**config.mk**
```make
export PLATFORM = sky130hd
export DESIGN_NAME = array_source_flat
export DESIGN_NICKNAME = d
export VERILOG_FILES = /design/src/rtl/array_source_if.sv /design/src/rtl/array_source.sv /design/src/flat_wrapper.sv
export SDC_FILE = /design/constraint.sdc
export NUM_CORES = 1
export LEC_CHECK = 0
export CORE_UTILIZATION = 50
export DETAILED_ROUTE_END_ITERATION = 10
export MAX_ROUTING_LAYER = met4
export PLACE_DENSITY_LB_ADDON = 0.1
export SETUP_SLACK_MARGIN = 0.1
export SYNTH_ARGS = -nofsm -noshare
export SYNTH_HDL_FRONTEND = slang
export SYNTH_SLANG_ARGS = --single-unit
```
**constraint.sdc**
```tcl
create_clock -name clk -period 2.7 [get_ports clk]
set_input_delay 0.405 -clock clk [delete_from_list [all_inputs] [get_ports clk]]
set_output_delay 0.405 -clock clk [all_outputs]
set_load 0.1 [all_outputs]
```
**src/rtl/array_source_if.sv**
```systemverilog
`default_nettype none
// +----------------------------------------------------------------------+
// | Module : array_source_if                                             |
// | Brief  : Request / array handoff bundle between the array source and |
// |          its consumer (sorter). master = source, slave = consumer.   |
// | Rev    : 1.0  initial release                                        |
// +----------------------------------------------------------------------+
interface array_source_if #(
  parameter int N_ELEMS = 10,
  parameter int ELEM_W  = 4
) ();
  logic                        gen_req;
  logic                        arr_ready;
  logic                        arr_valid;
  logic [N_ELEMS*ELEM_W-1:0]   nums_arr;
  logic                        gen_busy;
  logic [7:0]                  gen_count;

  modport master (
    input  gen_req,
    input  arr_ready,
    output arr_valid,
    output nums_arr,
    output gen_busy,
    output gen_count
  );

  modport slave (
    output gen_req,
    output arr_ready,
    input  arr_valid,
    input  nums_arr,
    input  gen_busy,
    input  gen_count
  );
endinterface
`default_nettype wire

```
**src/rtl/array_source.sv**
```systemverilog
`default_nettype none
// +----------------------------------------------------------------------+
// | Module : array_source                                                |
// | Brief  : Fills N_ELEMS pseudo-random values (0..MAX_VAL) from a      |
// |          free-running 16-bit Galois LFSR on request and presents the |
// |          array on a stable packed bus with a valid/ready handshake.  |
// |          Optional macro ARRAY_SOURCE_UNIQUE_EN: reject candidates    |
// |          already present in the partial array (distinct values).    |
// | Rev    : 1.0  initial release                                        |
// +----------------------------------------------------------------------+
module array_source #(
  parameter int          N_ELEMS = 10,
  parameter int          ELEM_W  = 4,
  parameter int          MAX_VAL = 9,
  parameter logic [15:0] SEED    = 16'hACE1
) (
  input  logic          clk,
  input  logic          rst_n,
  array_source_if.master bus
);

  localparam int                  c_IDX_W    = (N_ELEMS > 1) ? $clog2(N_ELEMS) : 1;
  localparam int                  c_ARR_W    = N_ELEMS * ELEM_W;
  localparam logic [c_IDX_W-1:0]  c_LAST_IDX = c_IDX_W'(N_ELEMS - 1);
  localparam logic [c_IDX_W-1:0]  c_ONE_IDX  = c_IDX_W'(1);
  localparam logic [ELEM_W-1:0]   c_MAX      = ELEM_W'(MAX_VAL);
  localparam logic [15:0]         c_MASK     = 16'hB400;
  // An all-zero seed would lock the LFSR, so it is promoted to 1.
  localparam logic [15:0]         c_SEED     = (SEED == 16'h0000) ? 16'h0001 : SEED;

  // Parameter sanity, caught at elaboration.
  generate
    if (MAX_VAL >= (1 << ELEM_W)) begin : g_bad_max_val
      $error("array_source: MAX_VAL must fit in ELEM_W bits");
    end
`ifdef ARRAY_SOURCE_UNIQUE_EN
    if (MAX_VAL + 1 < N_ELEMS) begin : g_bad_unique_range
      $error("array_source: too few legal values for a distinct array");
    end
`endif
  endgenerate

  typedef enum logic [1:0] {
    S_IDLE    = 2'd0,
    S_FILL    = 2'd1,
    S_PRESENT = 2'd2
  } state_t;

  state_t               r_state, w_state_nxt;
  logic [15:0]          r_lfsr,  w_lfsr_nxt;
  logic [c_IDX_W-1:0]   r_idx,   w_idx_nxt;
  logic [c_ARR_W-1:0]   r_work,  w_work_nxt;
  logic [c_ARR_W-1:0]   r_nums,  w_nums_nxt;
  logic [7:0]           r_count, w_count_nxt;

  logic [ELEM_W-1:0]    w_cand;
  logic                 w_in_range;
  logic                 w_dup;
  logic                 w_accept;

  // Galois step; runs in every state so request timing perturbs the sequence.
  assign w_lfsr_nxt = {1'b0, r_lfsr[15:1]} ^ (r_lfsr[0] ? c_MASK : 16'h0000);

  assign w_cand     = r_lfsr[ELEM_W-1:0];
  assign w_in_range = (w_cand <= c_MAX);

`ifdef ARRAY_SOURCE_UNIQUE_EN
  // Only slots below the fill index hold values of the current array.
  logic [N_ELEMS-1:0] w_dup_vec;
  generate
    for (genvar j = 0; j < N_ELEMS; j++) begin : g_dup
      assign w_dup_vec[j] = (c_IDX_W'(j) < r_idx) &&
                            (r_work[j*ELEM_W +: ELEM_W] == w_cand);
    end
  endgenerate
  assign w_dup = |w_dup_vec;
`else
  assign w_dup = 1'b0;
`endif

  assign w_accept = w_in_range && !w_dup;

  // Next-state and datapath updates for the IDLE / FILL / PRESENT sequence.
  always_comb begin
    w_state_nxt = r_state;
    w_idx_nxt   = r_idx;
    w_work_nxt  = r_work;
    w_nums_nxt  = r_nums;
    w_count_nxt = r_count;

    case (r_state)
      S_IDLE: begin
        if (bus.gen_req) begin
          w_state_nxt = S_FILL;
          w_idx_nxt   = '0;
        end
      end

      S_FILL: begin
        // Requests are ignored here; a rejected candidate simply costs a cycle.
        if (w_accept) begin
          w_work_nxt[int'(r_idx)*ELEM_W +: ELEM_W] = w_cand;
          if (r_idx == c_LAST_IDX) begin
            w_nums_nxt  = w_work_nxt;
            w_state_nxt = S_PRESENT;
            w_idx_nxt   = '0;
          end else begin
            w_idx_nxt   = r_idx + c_ONE_IDX;
          end
        end
      end

      S_PRESENT: begin
        // A handshake always counts, even when a new request arrives with it.
        if (bus.arr_ready) begin
          w_count_nxt = r_count + 8'd1;
        end
        if (bus.gen_req) begin
          w_state_nxt = S_FILL;
          w_idx_nxt   = '0;
        end else if (bus.arr_ready) begin
          w_state_nxt = S_IDLE;
        end
      end

      default: begin
        w_state_nxt = S_IDLE;
        w_idx_nxt   = '0;
      end
    endcase
  end

  // State and datapath registers; reset aborts any fill immediately.
  always_ff @(posedge clk or negedge rst_n) begin
    if (!rst_n) begin
      r_state <= S_IDLE;
      r_lfsr  <= c_SEED;
      r_idx   <= '0;
      r_work  <= '0;
      r_nums  <= '0;
      r_count <= '0;
    end else begin
      r_state <= w_state_nxt;
      r_lfsr  <= w_lfsr_nxt;
      r_idx   <= w_idx_nxt;
      r_work  <= w_work_nxt;
      r_nums  <= w_nums_nxt;
      r_count <= w_count_nxt;
    end
  end

  assign bus.arr_valid = (r_state == S_PRESENT);
  assign bus.gen_busy  = (r_state == S_FILL);
  assign bus.nums_arr  = r_nums;
  assign bus.gen_count = r_count;

endmodule
`default_nettype wire

```
**src/flat_wrapper.sv**
```systemverilog
// flat-port wrapper written by rule: the top's interface ports become plain ports
module array_source_flat 
#(
  parameter int          N_ELEMS = 10,
  parameter int          ELEM_W  = 4,
  parameter int          MAX_VAL = 9,
  parameter logic [15:0] SEED    = 16'hACE1
)
  (clk, rst_n, bus_gen_req, bus_arr_ready, bus_arr_valid, bus_nums_arr, bus_gen_busy, bus_gen_count);
  array_source_if #(.N_ELEMS(N_ELEMS), .ELEM_W(ELEM_W)) bus_i ();
  input  logic clk;
  input  logic rst_n;
  input wire logic [$bits(bus_i.gen_req)-1:0] bus_gen_req;
  input wire logic [$bits(bus_i.arr_ready)-1:0] bus_arr_ready;
  output wire logic [$bits(bus_i.arr_valid)-1:0] bus_arr_valid;
  output wire logic [$bits(bus_i.nums_arr)-1:0] bus_nums_arr;
  output wire logic [$bits(bus_i.gen_busy)-1:0] bus_gen_busy;
  output wire logic [$bits(bus_i.gen_count)-1:0] bus_gen_count;
  assign bus_i.gen_req = bus_gen_req;
  assign bus_i.arr_ready = bus_arr_ready;
  assign bus_arr_valid = bus_i.arr_valid;
  assign bus_nums_arr = bus_i.nums_arr;
  assign bus_gen_busy = bus_i.gen_busy;
  assign bus_gen_count = bus_i.gen_count;
  array_source #(.N_ELEMS(N_ELEMS), .ELEM_W(ELEM_W), .MAX_VAL(MAX_VAL), .SEED(SEED)) u_core (.clk(clk), .rst_n(rst_n), .bus(bus_i));
endmodule
```
**After elaboration in Yosys (flattened, before gate mapping)**

Cells that the tools add are included.

- Add/subtract/negate cells: 3
- Order comparisons: 1
- Equality and inequality tests: 8
- Shift operators: 2
- Muxes and demuxes: 12
- Bitwise logic cells: 1
- Reduce and logical (&&, ||, !) cells: 7

Operators with widths:

| cell | number |
|---|---|
| $bwmux 40 | 1 |
| $shift 4x33->40 const A | 1 |
| $shiftx 4x33->40 | 1 |
| $neg 6->33 | 1 |
| $mux 16 | 1 |
| $xor 15x16->16 | 1 |
| $mux 4 | 3 |
| $mux 2 | 5 |
| $add 8x1->8 const B | 1 |
| $pmux 4 s2 | 1 |
| $ne 2x1->1 const B | 3 |
| $pmux 2 s3 | 1 |
| $reduce_and 2->1 | 3 |
| $add 4x1->4 const B | 1 |
| $eq 4x4->1 const B | 1 |
| $le 4x4->1 const B | 1 |
| $reduce_and 4->1 | 1 |
| $ne 3x3->1 const B | 1 |
| $reduce_and 3->1 | 1 |
| $eq 2x1->1 const B | 1 |
| $eq 2x2->1 const B | 1 |
| $logic_not 2->1 | 1 |
| $ne 2x2->1 const B | 1 |
| $reduce_or 2->1 | 1 |

- Bits in registers: 110
- Input port bits: 4
- Output and inout port bits: 50

**Depth between registers and ports, before layout**

Gate-level depths: netlist of run 1.

- Depth in word-level cells: 4
- Mapped depth: 9
- Mapped depth without buffers: 6

**Least setup slack after synthesis of run 1**

Ideal clock, no wire load.

- Path kind: register -> register
- Start: register u_core.r_idx[0]
- End: register u_core.r_work[32]
- Library setup time: 0.125 ns
- Data arrival time: 2.551 ns
- Setup slack: 0.025 ns
- Cell stages (with the launch flop): 9
- Path buffers: 2
- Clock period less this slack: 2.675 ns
- Cell sequence: dfrtp_1 > clkbuf_1 > inv_1 > ha_1 > clkbuf_1 > or4b_1 > a21oi_1 > nand2_1 > mux2_2

- Longest elaborated chain between the ends: 3

Ends and longest elaborated chain:

| item | line | RTL |
|---|---|---|
| start, declared | array_source.sv:51 | `logic [c_IDX_W-1:0] r_idx, w_idx_nxt;` |
| start signal, assigned | array_source.sv:145 | `r_idx <= w_idx_nxt;` |
| $neg 6->33 (*) | array_source.sv:102 | `w_work_nxt[int'(r_idx)*ELEM_W +: ELEM_W] = w_cand;` |
| $shiftx 4x33->40 / $shift 4x33->40 (equally long branches) | array_source.sv:102 |  |
| $bwmux 40 (*) | array_source.sv:102 |  |
| end signal, assigned | array_source.sv:146 | `r_work <= w_work_nxt;` |
| end, declared | array_source.sv:52 | `logic [c_ARR_W-1:0] r_work, w_work_nxt;` |

Every way passes the cells marked *; elsewhere a longest branch is shown, timed or not.
A chain may end at the register's enable or synchronous reset.

**Final worst setup path of run 1**

- Start: register u_core.r_idx[0]
- End: register u_core.r_work[35]

The elaborated chain is that of the path after synthesis.

==> metrics.cfg, run 1 <==
[finish]
finalNetCount=484
fin_area_um2=5650
area_growth_pct=18.13
register_area_um2=2763
diodes=0
multi_input_area_um2=1933
drive_gt1_share_pct=30.69
nFillCells=788

[grt]
grt_pass1_wl_mm=15.34
gr-total-overflow=0
track_usage_pct=20.52
grt_pass1_vias=3142
grt_max_degree=53
antenna_found_initial=0

[critical_path]
arrival_ps=2680
worst-path-buf-inv=1
reg2reg_depth=6
cp.required_ps=2980
reg2reg_from=u_core.r_idx[0]
end_kind=flip-flop
worstSetupStartpointType=flip-flop
cpLargestDelayFamily=simple AND/OR/NAND/NOR gates
critical_path.startpoint=u_core.r_idx[0]
crit_slowest_cell=or4b_1
rrSetupSlack_ps=300
critPathMaxStageDelay_ps=630
rr_endpoint=u_core.r_work[35]
path_cells=inv_1 > ha_1 > or4b_1 > a21oi_2 > nand2_1 > mux2_2
crit_path_max_fanout=9
crit_type=flip-flop to flip-flop

[timing]
fin_ws_ps=296.0
tightestPinTransition_ps=667.5
hold_violations=0
setup_violations=0
whs_ps=19.31
finClkSkew_ps=17.64
post-route-period-util_pct=89.04
max_freq_ghz=0.4160
rsz0062_at_grt=no
slew_viol_final=0
tns_ps=0
max-slew-margin-rel_pct=55.50
fin_crit_ps=2404

[clock_tree]
post_cts_buffers=0
clock_latency_ps=390
ctsResizeCount=0
cts_tree=built
clock-sinks=110
h-tree-depth=3
cts_root_buffer=clkbuf_8
cts_buffers=9
cts_hold_buffers=0
clk_path_buf_depth=2
clk_pin_slew_ps=120

[pwr]
power.density_nw_per_um2=854.0
power.net_switching_mw=2.130
seqPwrFrac_pct=38.8
p_sw_share_pct=44.15
peakVddDrop_mv=0.5805
total_power_mw=4.826
p_leak_nw=2.727
comb_power_share_pct=39.6
internal-power_mw=2.695
clock_power_share_pct=21.6

[route]
finalWirelength_mm=9.160
viasPerCell=5.234
ant_nets=0
drt_iter0_markers=111
first_pass_iters=4
routedWlPerCell_um=15.07
drcViolationCount=0
dr_total_vias=3182

[die]
fp.dieH_um=99.81
core_area_um2=9240
die_area_um2=9962
row_count=35
die_w_um=99.81
start_util_pct=51.77
pin_count=54

[hold_path]
hp-class=input pin to asynchronous set/reset pin

[synth]
synth_commonest_cells=dfrtp_1 (102), nand2_1 (50), o21ai_0 (44), mux2_2 (41), mux2i_1 (32)
synthTopCellsByArea=dfrtp_1 (53%), mux2_2 (9.7%), mux2i_1 (6.7%), o21ai_0 (4.6%), dfstp_2 (4.4%)
synth-seq-area-share_pct=57.76
yosysMostFrequentCell=dfrtp_1
ys.flop_type=dfrtp_1
synthArstFlopShare_pct=100.0
synth_top_cell_by_area=dfrtp_1
synthesis.area_um2=4783
synth_top_area_share_pct=53.36
syn_inst=410
syn-num-nets=420
synth_edf_count=0
synth-seq-cells=110
synth_area_per_cell_um2=11.67
yosysWarningCount=0
synth_cell_types=41

[placed_design]
place.gp.congestion=0.9003
dp_hpwl_mm=6.519
dp_slack_ps=338.1
place_area_um2=5435
port_buffers=53

[run_status]
outcome=finished clean

[flow_run]
drv_cap=0

-- per-layer routing --
metal	GRT usage (%)	up-vias	part of all wire (%)
met2	31.14	56	47
li1	-	1560	-
met3	3.343	12	2.8
met5	-	-	0
met4	8.824	0	1.8
met1	27.51	1554	48
-- power groups by stage --
stage	clock (mW)	sequential, mW	combinational, mW
2_1_floorplan	0	2.46	0.837
6_report	1.04	1.87	1.91
3_5_place_dp	0	1.90	1.92
5_1_grt	1.13	1.89	2.06
4_1_cts	1.07	1.87	1.92
3_3_place_gp	0	1.90	1.90
-- placed cells by master, fill, tap and decap left out, drive strengths merged, types with 2 or more instances in the layout --
master | Yosys | layout
a21oi | 18 | 18
a31oi | 4 | 4
and2 | 4 | 4
and3 | 13 | 13
and3b | 2 | 2
buf | 2 | 68
clkbuf | 15 | 9
clkdlybuf4s50 | 0 | 2
clkinv | 0 | 2
dfrtp | 102 | 102
dfstp | 8 | 8
ha | 6 | 6
inv | 6 | 11
mux2 | 41 | 41
mux2i | 32 | 32
nand2 | 50 | 50
nand2b | 4 | 4
nand3 | 5 | 5
nand3b | 3 | 3
nand4 | 4 | 4
nor2 | 17 | 17
nor2b | 3 | 3
nor3 | 3 | 3
o21a | 2 | 2
o21ai | 44 | 44
or4 | 2 | 2
xnor2 | 5 | 5
xor2 | 6 | 6
-- area by class of cell --
cell class | count | share of cell area, %
Sequential cell | 110 | 48.89
Timing Repair Buffer | 70 | 9.832
Clock buffer | 9 | 2.192
Inverter | 6 | 0.3986
Multi-Input combinational cell | 277 | 34.21
Tap cell | 129 | 2.857
Clock inverter | 7 | 1.616
-- worst max path at each step --
| stage | to | slack, ps | cells after the start |
|---|---|---|---|
| 3_5_place_dp | u_core.r_work[35] | 340 | 6 |
| 5_1_grt | u_core.r_work[34] | 180 | 6 |
| 3_3_place_gp | u_core.r_work[0] | 430 | 6 |
| 6_report | u_core.r_work[35] | 300 | 6 |
| 4_1_cts | u_core.r_work[35] | 320 | 6 |
| 2_1_floorplan | u_core.r_work[32] | 110 | 8 |
-- kinds of logic after synthesis --
logic type	synth area share, %
simple gates	12.50
flops	57.76
xor+xnor	2.014
fa+ha+maj	1.569
mux	16.35
buf+inv	2.014
compound gates	7.795
-- state kept, by name (all words and copies together) (netlist names) --
| name | count |
|---|---|
| u_core.bus.gen_count | 8 |
| u_core.bus.nums_arr | 40 |
| u_core.r_idx | 4 |
| u_core.r_lfsr | 16 |
| u_core.r_state | 2 |
| u_core.r_work | 40 |
-- worst register-to-register path, delay by kind of cell, from the launching register on --
family | cells | cell delay, ps
AOI/OAI and AO/OA | 1 | 280
adders and majority gates | 1 | 310
buffers and inverters | 1 | 100
DFF | 1 | 490
muxes | 1 | 300
and+or+nand+nor | 2 | 820
-- through the flow --
stage / util, % / instances
after floorplan: - / 410
after global placement: 58.82 / 592
after detailed placement: 58.82 / 592
after CTS: 61.15 / 608
after global routing: 61.15 / 608
final: 61.15 / 608
Power figures use the tool's default switching activity.
==> run 2, diff against run 1 <==
Settings changed: PLACE_DENSITY set to 0.72, PLACE_DENSITY_LB_ADDON 0.1 to not set, SLEW_MARGIN set to 20.
==> run 2 against run 1 <==
Net effect: via count is 0.41% lower; critical path type unchanged; global-route usage is 1.0 points higher; critical endpoint is now u_core.r_work[2]; sequential power hardly changed; largest power group unchanged; routed wire length is 1.4% higher; flip-flop and latch count stayed put; non-clock buffer count is 2 higher; maximum frequency is 1.0% lower; utilization is 0.095 points higher.
==> metrics.cfg, run 2 (synthesis results as in run 1) <==
[clock_tree]
h-tree-depth=3  ; unchanged
clock_latency_ps=360  ; -30 ps
cts_buffers=9  ; unchanged
post_cts_buffers=0  ; unchanged
cts_root_buffer=clkbuf_8
clock-sinks=110  ; unchanged
clk_pin_slew_ps=100  ; -20 ps
cts_tree=built
cts_hold_buffers=0  ; unchanged
clk_path_buf_depth=2  ; unchanged
ctsResizeCount=0  ; unchanged

[route]
dr_total_vias=3169  ; -0.41%
finalWirelength_mm=9.286  ; +1.4%
first_pass_iters=4  ; unchanged
ant_nets=0  ; unchanged
drt_iter0_markers=161  ; +45%
drcViolationCount=0  ; unchanged
viasPerCell=5.195  ; -0.74%
routedWlPerCell_um=15.22  ; +1.0%

[grt]
grt_max_degree=51  ; -3.8%
antenna_found_initial=0  ; unchanged
gr-total-overflow=0  ; unchanged
grt_pass1_vias=3134  ; -0.25%
grt_pass1_wl_mm=16.10  ; +5.0%
track_usage_pct=21.56  ; +1.0 points

[pwr]
total_power_mw=4.851  ; +0.53%
peakVddDrop_mv=0.5488  ; -5.4%
power.density_nw_per_um2=857.3  ; +0.38%
p_leak_nw=2.725  ; about the same

[timing]
tightestPinTransition_ps=667.1  ; -0.4746 ps
fin_ws_ps=270.9  ; -25.13 ps
rsz0062_at_grt=no
setup_violations=0  ; unchanged
slew_viol_final=0  ; unchanged
tns_ps=0  ; unchanged
max_freq_ghz=0.4117  ; -1.0%
hold_violations=0  ; unchanged
fin_crit_ps=2429  ; +25.13 ps
post-route-period-util_pct=89.97  ; +0.93 points
finClkSkew_ps=12.21  ; -5.425 ps
max-slew-margin-rel_pct=55.53  ; about the same

[die]
die_w_um=99.81  ; unchanged
core_area_um2=9240  ; unchanged
fp.dieH_um=99.81  ; unchanged
row_count=35  ; unchanged
start_util_pct=51.77  ; unchanged
die_area_um2=9962  ; unchanged
pin_count=54  ; unchanged

[critical_path]
worstSetupStartpointType=flip-flop
cp.required_ps=2950  ; -30 ps
arrival_ps=2680  ; about the same
rrSetupSlack_ps=270  ; -30 ps
end_kind=flip-flop
rr_endpoint=u_core.r_work[2]
reg2reg_from=u_core.r_idx[1]
crit_path_max_fanout=9  ; unchanged
crit_type=flip-flop to flip-flop
reg2reg_depth=6  ; unchanged

[hold_path]
hp-class=input pin to asynchronous set/reset pin

[placed_design]
dp_hpwl_mm=6.635  ; +1.8%
port_buffers=53  ; unchanged
dp_slack_ps=280.6  ; -57.44 ps
place.gp.congestion=0.8926  ; -0.86%

[finish]
mostFrequentLayoutCells=dfrtp_1 (102), buf_4 (69), nand2_1 (50)
drive_gt1_share_pct=31.19  ; +0.50 points
finalNetCount=486  ; +0.41%
diodes=0  ; unchanged
area_growth_pct=18.31
layout_commonest_cell=dfrtp_1

[flow_run]
drv_cap=0  ; unchanged

[run_status]
outcome=finished clean

run 2: cell types whose count changed in the layout (fill, tap and decap cells not counted):
cell        change
clkinvlp_4      +2
clkbuf_8        +3
clkinv_8        -2
ha_2            +1
buf_12          -1
bufinv_16       +1
ha_1            -1
inv_12          -1
buf_4           +3
inv_8           -3
inv_6           -1
clkinv_4        +1
run 2: worst max-delay path, cell delays in order (launching register included):
cell	delay, ps
dfrtp_1	470
nor3_1	230
ha_2	370
nand3b_1	190
or4_4	500
nor3_4	210
mux2_2	360
run 2: final cells by class:
class | count | area, µm²
Multi-Input combinational cell | 277 | 1936
Clock buffer | 12 | 165.2
Fill cell | 762 | 3581
Clock inverter | 4 | 53.80
Timing Repair Buffer | 72 | 558.0
Tap cell | 129 | 161.4
Sequential cell | 110 | 2763
Inverter | 6 | 22.52
run 2: metrics by stage:
| step | instance area (µm²) | util (%) | cells | hold slack [ps] |
|---|---|---|---|---|
| final | 5659 | 61.25 | 610 | 37.43 |
| after global routing | 5659 | 61.25 | 610 | 69.19 |
| after CTS | 5657 | 61.22 | 610 | 44.98 |
| after detailed placement | 5438 | 58.85 | 594 | 337.1 |
| after global placement | 5438 | 58.85 | 594 | 336.7 |
| after floorplan | 4787 | - | 410 | 109.4 |
run 2: power by group:
group | switching, mW | total, mW | internal [mW]
registers | 0.0939 | 1.86 | 1.76
clock network | 0.542 | 1.05 | 0.507
logic | 1.39 | 1.95 | 0.557
run 2: how the worst max path moves through the flow:
stage               startpoint           endpoint  slack, ps
2_1_floorplan  u_core.r_idx[0]  u_core.r_work[32]        110
3_3_place_gp   u_core.r_idx[1]   u_core.r_work[0]        340
3_5_place_dp   u_core.r_idx[1]  u_core.r_work[32]        280
4_1_cts        u_core.r_idx[1]  u_core.r_work[32]        260
5_1_grt        u_core.r_idx[1]  u_core.r_work[32]        140
6_report       u_core.r_idx[1]   u_core.r_work[2]        270
run 2: routing by layer:
metal | track usage, % | part of all wire (%)
met1 | 30.07 | 49
met2 | 32.52 | 47
met3 | 3.621 | 2.7
met4 | 6.900 | 1.2
met5 | - | 0
